**src/rtl/linear_1d_pkg.sv**
```systemverilog
// Shared types and AXI constants for the 1-D linear core result writer.
// Holds the writer FSM encoding and AXI beat-size helpers.
package linear_1d_pkg;

  typedef enum logic [2:0] {
    ST_IDLE,
    ST_ADDR,
    ST_DATA,
    ST_RESP,
    ST_FIN
  } state_t;

  localparam logic [1:0] BURST_INCR  = 2'b01;
  localparam logic [1:0] RESP_OKAY   = 2'b00;
  localparam logic [1:0] RESP_EXOKAY = 2'b01;
  localparam logic [1:0] RESP_SLVERR = 2'b10;
  localparam logic [1:0] RESP_DECERR = 2'b11;

  localparam int PAGE_BYTES = 4096;

  function automatic int bytes_per_beat(input int width);
    return width / 8;
  endfunction

  function automatic logic [2:0] axsize(input int width);
    return 3'($clog2(width / 8));
  endfunction

endpackage

```
**src/rtl/linear_1d_wr_burst_len.sv**
```systemverilog
// Burst length chooser for the result writer.
// Picks min(remaining, MAX_BURST, beats left in the current 4KB page).
module linear_1d_wr_burst_len
  import linear_1d_pkg::*;
#(
  parameter int AXI_WIDTH_DA = 32,
  parameter int MAX_BURST    = 16,
  parameter int CNT_WIDTH    = 16
) (
  input  logic [11:0]          addr_lo,
  input  logic [CNT_WIDTH-1:0] remain,
  output logic [8:0]           len
);

  localparam int SZ = int'(axsize(AXI_WIDTH_DA));

  logic [12:0] room_bytes;
  logic [12:0] room_beats;
  logic [31:0] cap;
  logic [31:0] pick;

  // Page room, then clamp by burst limit and remaining results.
  always_comb begin
    room_bytes = 13'(PAGE_BYTES) - {1'b0, addr_lo};
    room_beats = room_bytes >> SZ;
    cap = (32'(room_beats) < 32'(MAX_BURST)) ?
          32'(room_beats) : 32'(MAX_BURST);
    pick = (32'(remain) < cap) ? 32'(remain) : cap;
    len = 9'(pick);
  end

endmodule

```
**src/rtl/linear_1d_result_writer.sv**
```systemverilog
// Result stream to AXI4 INCR write bursts for the 1-D linear core.
// One burst outstanding at a time; W path is a pass-through of the result FIFO.
module linear_1d_result_writer
  import linear_1d_pkg::*;
#(
  parameter int AXI_WIDTH_AD = 32,
  parameter int AXI_WIDTH_DA = 32,
  parameter int AXI_WIDTH_ID = 4,
  parameter int AXI_ID       = 1,
  parameter int MAX_BURST    = 16,
  parameter int CNT_WIDTH    = 16
) (
  input  logic                      ACLK,
  input  logic                      ARESET,
  input  logic                      go,
  input  logic [AXI_WIDTH_AD-1:0]   base_addr,
  input  logic [CNT_WIDTH-1:0]      num_results,
  output logic                      busy,
  output logic                      done,
  output logic                      error,
  input  logic [AXI_WIDTH_DA-1:0]   res_data,
  input  logic                      res_valid,
  output logic                      res_ready,
  output logic [AXI_WIDTH_ID-1:0]   M_AWID,
  output logic [AXI_WIDTH_AD-1:0]   M_AWADDR,
  output logic [7:0]                M_AWLEN,
  output logic [2:0]                M_AWSIZE,
  output logic [1:0]                M_AWBURST,
  output logic                      M_AWVALID,
  input  logic                      M_AWREADY,
  output logic [AXI_WIDTH_DA-1:0]   M_WDATA,
  output logic [AXI_WIDTH_DA/8-1:0] M_WSTRB,
  output logic                      M_WLAST,
  output logic                      M_WVALID,
  input  logic                      M_WREADY,
  input  logic [AXI_WIDTH_ID-1:0]   M_BID,
  input  logic [1:0]                M_BRESP,
  input  logic                      M_BVALID,
  output logic                      M_BREADY
);

  localparam int SZ = int'(axsize(AXI_WIDTH_DA));

  state_t state, state_nx;

  logic [AXI_WIDTH_AD-1:0] addr;
  logic [CNT_WIDTH-1:0]    remain;
  logic [8:0]              beat_cnt;
  logic [8:0]              len_q;
  logic [8:0]              len;
  logic                    w_fire;
  logic                    last_beat;
  logic                    bid_unused;

  assign bid_unused = ^M_BID;

  linear_1d_wr_burst_len #(
    .AXI_WIDTH_DA (AXI_WIDTH_DA),
    .MAX_BURST    (MAX_BURST),
    .CNT_WIDTH    (CNT_WIDTH)
  ) u_len (
    .addr_lo (addr[11:0]),
    .remain  (remain),
    .len     (len)
  );

  assign M_AWID    = AXI_WIDTH_ID'(AXI_ID);
  assign M_AWSIZE  = axsize(AXI_WIDTH_DA);
  assign M_AWBURST = BURST_INCR;
  assign M_WSTRB   = '1;

  assign M_AWVALID = (state == ST_ADDR);
  assign M_AWADDR  = addr;
  assign M_AWLEN   = M_AWVALID ? 8'(len - 9'd1) : 8'd0;

  assign M_WVALID  = (state == ST_DATA) && res_valid;
  assign res_ready = (state == ST_DATA) && M_WREADY;
  assign M_WDATA   = res_data;
  assign last_beat = (beat_cnt == 9'd1);
  assign M_WLAST   = (state == ST_DATA) && last_beat;
  assign w_fire    = M_WVALID && M_WREADY;

  assign M_BREADY  = (state == ST_RESP);
  assign busy      = (state == ST_ADDR) || (state == ST_DATA) ||
                     (state == ST_RESP);
  assign done      = (state == ST_FIN);

  // State register.
  always_ff @(posedge ACLK) begin
    if (ARESET) state <= ST_IDLE;
    else        state <= state_nx;
  end

  // Next-state decode.
  always_comb begin
    state_nx = state;
    unique case (state)
      ST_IDLE:
        if (go)
          state_nx = (num_results == '0) ? ST_FIN : ST_ADDR;
      ST_ADDR:
        if (M_AWREADY) state_nx = ST_DATA;
      ST_DATA:
        if (w_fire && last_beat) state_nx = ST_RESP;
      ST_RESP:
        if (M_BVALID)
          state_nx = (remain == '0) ? ST_FIN : ST_ADDR;
      ST_FIN:
        state_nx = ST_IDLE;
      default:
        state_nx = ST_IDLE;
    endcase
  end

  // Address, counters and sticky error.
  always_ff @(posedge ACLK) begin
    if (ARESET) begin
      addr     <= '0;
      remain   <= '0;
      beat_cnt <= '0;
      len_q    <= '0;
      error    <= 1'b0;
    end else begin
      unique case (state)
        ST_IDLE:
          if (go) begin
            addr   <= base_addr;
            remain <= num_results;
            error  <= 1'b0;
          end
        ST_ADDR:
          if (M_AWREADY) begin
            beat_cnt <= len;
            len_q    <= len;
          end
        ST_DATA:
          if (w_fire) begin
            beat_cnt <= beat_cnt - 9'd1;
            remain   <= remain - 1'b1;
          end
        ST_RESP:
          if (M_BVALID) begin
            if (M_BRESP != RESP_OKAY) error <= 1'b1;
            addr <= addr + (AXI_WIDTH_AD'(len_q) << SZ);
          end
        default: ;
      endcase
    end
  end

endmodule

```
**config.mk**
```make
export PLATFORM = sky130hd
export DESIGN_NAME = linear_1d_result_writer
export DESIGN_NICKNAME = d
export VERILOG_FILES = /design/src/rtl/linear_1d_pkg.sv /design/src/rtl/linear_1d_wr_burst_len.sv /design/src/rtl/linear_1d_result_writer.sv
export SDC_FILE = /design/constraint.sdc
export NUM_CORES = 1
export LEC_CHECK = 0
export CORE_MARGIN = 4
export CORE_UTILIZATION = 40
export DETAILED_ROUTE_END_ITERATION = 7
export GPL_ROUTABILITY_DRIVEN = 0
export PLACE_DENSITY = 0.76
export SLEW_MARGIN = 5
export SYNTH_ARGS = -nofsm -noshare
export SYNTH_HDL_FRONTEND = slang
export SYNTH_HIERARCHICAL = 1
export SYNTH_SLANG_ARGS = --single-unit
export TNS_END_PERCENT = 100
```
**constraint.sdc**
```tcl
create_clock -name ACLK -period 8.57 [get_ports ACLK]
set_clock_uncertainty 0.2 [all_clocks]
set_input_delay 2.1425 -clock ACLK [delete_from_list [all_inputs] [get_ports ACLK]]
set_output_delay 2.1425 -clock ACLK [all_outputs]
set_load 0.01 [all_outputs]
```
==> results of run 1 <==
## Yosys cell counts, types with 12 or more instances
| cell type | number |
|---|---|
| nor3_1 | 20 |
| o21ai_0 | 28 |
| nor2_1 | 63 |
| inv_1 | 16 |
| buf_4 | 46 |
| clkbuf_1 | 29 |
| or4_1 | 12 |
| a21oi_1 | 64 |
| nor4_1 | 12 |
| nand2_1 | 90 |
| a31oi_1 | 14 |
| ha_1 | 23 |
| dfxtp_1 | 70 |
| nand3_1 | 23 |
## flip-flops by register name, indices dropped and copies added, names as in the netlist
signal    cells
M_AWADDR     32
error         1
state         3
len_q         9
remain       16
beat_cnt      9
## cell type report
class	count	area, µm²
clock buffers	11	243
clock inverters	5	58.8
fillers	1298	6670
inverters	18	67.6
multi-input cells	573	3590
flip-flops and latches	70	1400
well taps	176	220
repair buffers	112	1100
## metal layers
layer | track usage | vias to the layer above | wire, µm
met1 | 0.270 | 2632 | 7370
met3 | 0.0465 | 25 | 991
li1 | - | 2764 | -
met2 | 0.306 | 198 | 7150
met5 | 0 | - | 0
met4 | 0.0580 | 0 | 289
## logic make-up after synthesis
family                   after synthesis  share of synthesized area
adder cells (fa/ha/maj)               24                     0.0560
multiplexers                          11                     0.0218
other                                  3                    0.00205
buffers and inverters                103                      0.105
AO/OA/AOI/OAI                        212                      0.258
flip-flops                            70                      0.255
AND/OR/NAND/NOR                      292                      0.278
XOR/XNOR                              15                     0.0239
## power groups by stage
stage               registers (W)  logic [W]  clock network (W)
finish                   0.000561   0.000961           0.000384
global route             0.000581    0.00106           0.000401
CTS                      0.000557   0.000962           0.000389
global placement         0.000561   0.000944                  0
floorplan                0.000533   0.000692                  0
detailed placement       0.000563   0.000956                  0
## metrics by stage
step | area, µm² | hold slack, ps | utilization | power [W]
final | 6680 | 259 | 0.500 | 0.00191
after global routing | 6680 | 281 | 0.500 | 0.00204
after CTS | 6680 | 261 | 0.500 | 0.00191
after detailed placement | 6380 | 253 | 0.478 | 0.00152
after global placement | 6380 | 247 | 0.478 | 0.00150
after floorplan | 5560 | 240 | - | 0.00123
## path summary, 6_finish.rpt
| kind | start | endpoint | slack, ps |
|---|---|---|---|
| setup reg to reg | M_AWADDR[2]$_SDFFE_PP0P_ | beat_cnt[2]$_SDFFE_PP0P_ | 4480 |
| setup / recovery | M_AWADDR[2]$_SDFFE_PP0P_ | M_AWLEN[7] | 1360 |
| hold / removal | len_q[8]$_SDFFE_PP0P_ | len_q[8]$_SDFFE_PP0P_ | 260 |
| hold reg to reg | len_q[8]$_SDFFE_PP0P_ | len_q[8]$_SDFFE_PP0P_ | 260 |
## critical path, delay by kind of cell (launching register included)
family          cells  cell delay [ps]
compound gates      4             1400
mux                 1              400
simple gates        5             1400
buf+inv             1              540
xor+xnor            1              160
flops               1              360
fa+ha+maj           1              250
==> flow_summary_export.csv, run 1 <==
group,metric,value,unit
clocking,numClockSinks,70,
clocking,clock_latency,350,ps
timing,drv_slew,0,
logic_synthesis,synth_edf_count,0,
power,p_clk_frac,0.202,
placed_design,dp_hpwl,11200,µm
timing,rsz0062_at_grt,"no",
worst_setup_path,worstRegToRegCells,11,
worst_setup_path,crit_path_max_fanout,9,
logic_synthesis,yosys.area.top_type_share,0.255,
worst_setup_path,cp-start-kind,"flop",
power,powerDensity,285,nW/µm²
run_status,status,"finished clean",
grt,grt_overflow,0,
timing,fin_tns_setup,0,ps
timing,finalSetupViolCount,0,
clocking,clk_pin_slew,60,ps
die,core_area,13300,µm²
grt,grt_antenna_before_repair,0,
timing,fin_crit_sh,0.841,
drt,first_iter_violations,459,
drt,vias_per_cell,5.82,
logic_synthesis,synth_flop_cell,"dfxtp_1",
run,maxCapViolations,0,
clocking,cts_tree,"built",
logic_synthesis,synth_seq_cells,70,
power,p_int,0.00109,W
logic_synthesis,syn_inst,730,
grt,grt_pass1_wl,25700,µm
timing,tightest_slew,981,ps
finish,num-nets-final,901,
clocking,cts-buffers-inserted,9,
logic_synthesis,yosysSeqAreaShare,0.255,
drt,drc,0,
power,p_leak,2.46,nW
clocking,cts_buffer_depth,2,
clocking,root_buffer,"clkbuf_16",
finish,finalNonFillerCells,965,
timing,hold_viol_final,0,
power,power_frac_seq,0.294,
die,ioPinCount,186,
logic_synthesis,yosysWarnings,6,
finish,synthToLayoutAreaGrowth,21.4,%
worst_setup_path,path_class,"flop to output pin",
drt,drt-total-wl,15800,µm
grt,grt_pass1_vias,5071,
timing,min_period,7210,ps
power,peakVddDrop,0.000132,V
logic_synthesis,synth_top_cell_by_area,"dfxtp_1",
min_path,holdPathStages,2,
timing,fmax,139,MHz
finish,num_antenna_cells,0,
worst_setup_path,critPathArrivalTime,4870,ps
drt,drt_pre_antenna_iters,5,
grt,grt_max_degree,66,
placed_design,io_buffers,104,
power,swShare,0.430,
die,fp.dieH,125,µm
power,combPwrFrac,0.504,
drt,route.vias.total,5619,
die,initial_core_util,0.412,
finish,mostFrequentLayoutCells,"103 x clkdlybuf4s50_1, 90 x nand2_1, 70 x dfxtp_1",
die,fp-row-count,42,
worst_setup_path,max_stage_delay,540,ps
logic_synthesis,synth.top_cells.by_area,"dfxtp_1 25%, buf_4 6.3%, nand2_1 6.1%, a21oi_1 5.8%, ha_1 5.2%",
drt,ant_nets,0,
clocking,cts_setup_buffers,0,
logic_synthesis,yosysUniqueCellTypes,82,
drt,wl_per_cell,16.4,µm
worst_setup_path,critPathCaptureType,"output pin",
die,die_w,125,µm
die,dieArea,15700,µm²
timing,slew_headroom,0.346,
timing,final.setup.worst_slack,1360,ps
placed_design,dpl.cell_count,949,
min_path,hp-class,"flop to flop",
logic_synthesis,synthArstFlopShare,0,
finish,layout_commonest_cell,"clkdlybuf4s50_1",
logic_synthesis,syn-cell-area,5500,µm²
placed_design,post-place-ws,1770,ps
clocking,post_cts_resized,0,
clocking,cts_max_level,3,
logic_synthesis,syn_area_per_cell,7.53,µm²
worst_setup_path,cp_slowest_cell,"or4_1",
worst_setup_path,crit_chain,"or4_1 > or2_2 > o21ai_0 > a21o_1 > ha_1 > a2111o_1 > o32a_1 > mux2_4 > nor4_1 > nand2_1 > xor2_1 > nor2_1 > clkdlybuf4s50_1",
finish,drive_gt1_frac,0.0634,
worst_setup_path,crit_required,6230,ps
clocking,holdBufCountCts,0,
grt,track_usage,0.196,
power,switchingPower,0.000820,W
Note: power is estimated with default switching activity, not from simulation.
==> run 2, diff against run 1 <==
- PLACE_DENSITY: 0.76 -> 0.78
- clock period: 8.57 -> 6.05 ns (I/O delays scaled with it)
==> run 2 against run 1 <==
  * Cell count is 1.1% higher
  * Sequential power increased by 40%
  * Setup slack lost 1200 ps
  * Routed wire length increased by 2.4%
  * Register-to-register slack worse by 2100 ps
  * Non-clock buffer count rose by 11
  * Sequential cell count unchanged
==> flow_summary_export.csv, run 2 (synthesis gave the netlist of run 1 again) <==
group,metric,value,unit
clocking,cts_buffer_depth,2,
finish,synthToLayoutAreaGrowth,23.3,%
drt,first_iter_violations,520,
timing,min_period,5870,ps
timing,slew_headroom,0.333,
drt,vias_per_cell,5.87,
drt,drt_pre_antenna_iters,5,
run_status,status,"finished clean",
grt,grt_pass1_wl,27100,µm
grt,grt_max_degree,65,
grt,grt_antenna_before_repair,0,
timing,fin_worst_hold_slack,262,ps
worst_setup_path,path_class,"flop to output pin",
grt,track_usage,0.203,
power,p_leak,2.55,nW
timing,fin_crit_sh,0.970,
finish,fillerInstances,1312,
timing,fmax,170,MHz
clocking,cts_tree,"built",
worst_setup_path,crit_path_max_fanout,6,
clocking,cts-buffers-inserted,9,
die,fp.dieH,125,µm
timing,drv_slew,0,
worst_setup_path,cp_slowest_cell,"or4_1",
placed_design,io_buffers,104,
finish,finalNonFillerCells,976,
drt,ant_nets,0,
placed_design,dpl.cell_count,960,
clocking,clk_pin_slew,50,ps
timing,tightest_slew,1000,ps
die,ioPinCount,186,
worst_setup_path,critPathCaptureType,"output pin",
die,core_area,13300,µm²
drt,drt-total-wl,16200,µm
timing,finalSetupViolCount,0,
grt,grt_pass1_vias,5406,
power,p_total,0.00277,W
timing,fin_tns_setup,0,ps
clocking,clock_latency,340,ps
min_path,hp-class,"flop to flop",
drt,wl_per_cell,16.6,µm
finish,layout_commonest_cell,"clkdlybuf4s50_1",
worst_setup_path,critPathArrivalTime,4160,ps
worst_setup_path,cp-start-kind,"flop",
drt,drc,0,
clocking,cts_setup_buffers,0,
worst_setup_path,crit_chain,"or4_1 > or2_2 > o21ai_2 > a21o_1 > ha_1 > a2111o_1 > o32a_4 > buf_4 > mux2_4 > nor3_1 > xnor2_1 > nor2_1 > clkdlybuf4s15_1",
run,maxCapViolations,0,
finish,num_antenna_cells,0,
die,dieArea,15700,µm²
power,peakVddDrop,0.000215,V
clocking,cts_max_level,3,
power,powerDensity,408,nW/µm²
die,initial_core_util,0.412,
worst_setup_path,max_stage_delay,530,ps
die,fp-row-count,42,
grt,grt_overflow,0,
finish,drive_gt1_frac,0.0850,
finish,final_util,0.508,
finish,mostFrequentLayoutCells,"96 x clkdlybuf4s50_1, 90 x nand2_1, 70 x dfxtp_1",
finish,largest_reg_flops,32,
finish,num-nets-final,912,
timing,hold_viol_final,0,
clocking,root_buffer,"clkbuf_16",
worst_setup_path,crit_required,4340,ps
clocking,holdBufCountCts,0,
clocking,numClockSinks,70,
clocking,post_cts_resized,12,
placed_design,dp_hpwl,11500,µm
die,die_w,125,µm
drt,route.vias.total,5726,
## run 2: power breakdown
group | internal, W | total, W | switching (W)
registers | 0.000583 | 0.000786 | 0.000204
logic | 0.000665 | 0.00144 | 0.000774
clock network | 0.000341 | 0.000543 | 0.000202
total | 0.00159 | 0.00277 | 0.00118
## run 2: critical path: cells and delay by family (launching register included)
kind	cells	cell delay [ps]
AND/OR/NAND/NOR	4	1260
AO/OA/AOI/OAI	4	1110
buffers and inverters	2	440
multiplexers	1	340
flip-flops	1	300
adder cells (fa/ha/maj)	1	250
XOR/XNOR	1	110
## run 2: layout make-up
cell class | count | area [µm²] | area share
multi-input combinational | 573 | 3630 | 0.535
inverter | 18 | 67.6 | 0.00996
tap | 176 | 220 | 0.0325
sequential | 70 | 1400 | 0.207
clock inverter | 3 | 42.5 | 0.00627
clock buffer | 13 | 260 | 0.0384
timing repair buffer | 123 | 1160 | 0.171
## run 2: metal layers
| metal | track usage | part of all wire | up-vias |
|---|---|---|---|
| li1 | - | - | 2793 |
| met1 | 0.273 | 0.45 | 2672 |
| met2 | 0.325 | 0.46 | 239 |
| met3 | 0.0580 | 0.079 | 22 |
| met4 | 0.0491 | 0.012 | 0 |
| met5 | 0 | 0 | - |
## run 2: through the flow
| step | instance area (µm²) | setup WS, ps |
|---|---|---|
| after floorplan | 5560 | 683 |
| after global placement | 6460 | 57.1 |
| after detailed placement | 6460 | 24.8 |
| after CTS | 6780 | 75.4 |
| after global routing | 6780 | -7.64 |
| final | 6780 | 179 |
## run 2: worst paths after layout
| path | endpoint | startpoint | depth (start not counted) | slack, ps |
|---|---|---|---|---|
| worst max-delay path | M_AWLEN[3] | M_AWADDR[1]$_SDFFE_PP0P_ | 13 | 180 |
| worst min-delay path | len_q[2]$_SDFFE_PP0P_ | len_q[2]$_SDFFE_PP0P_ | 2 | 260 |
| worst max register to register | beat_cnt[4]$_SDFFE_PP0P_ | M_AWADDR[1]$_SDFFE_PP0P_ | 12 | 2370 |
| worst min register to register | len_q[2]$_SDFFE_PP0P_ | len_q[2]$_SDFFE_PP0P_ | 2 | 260 |
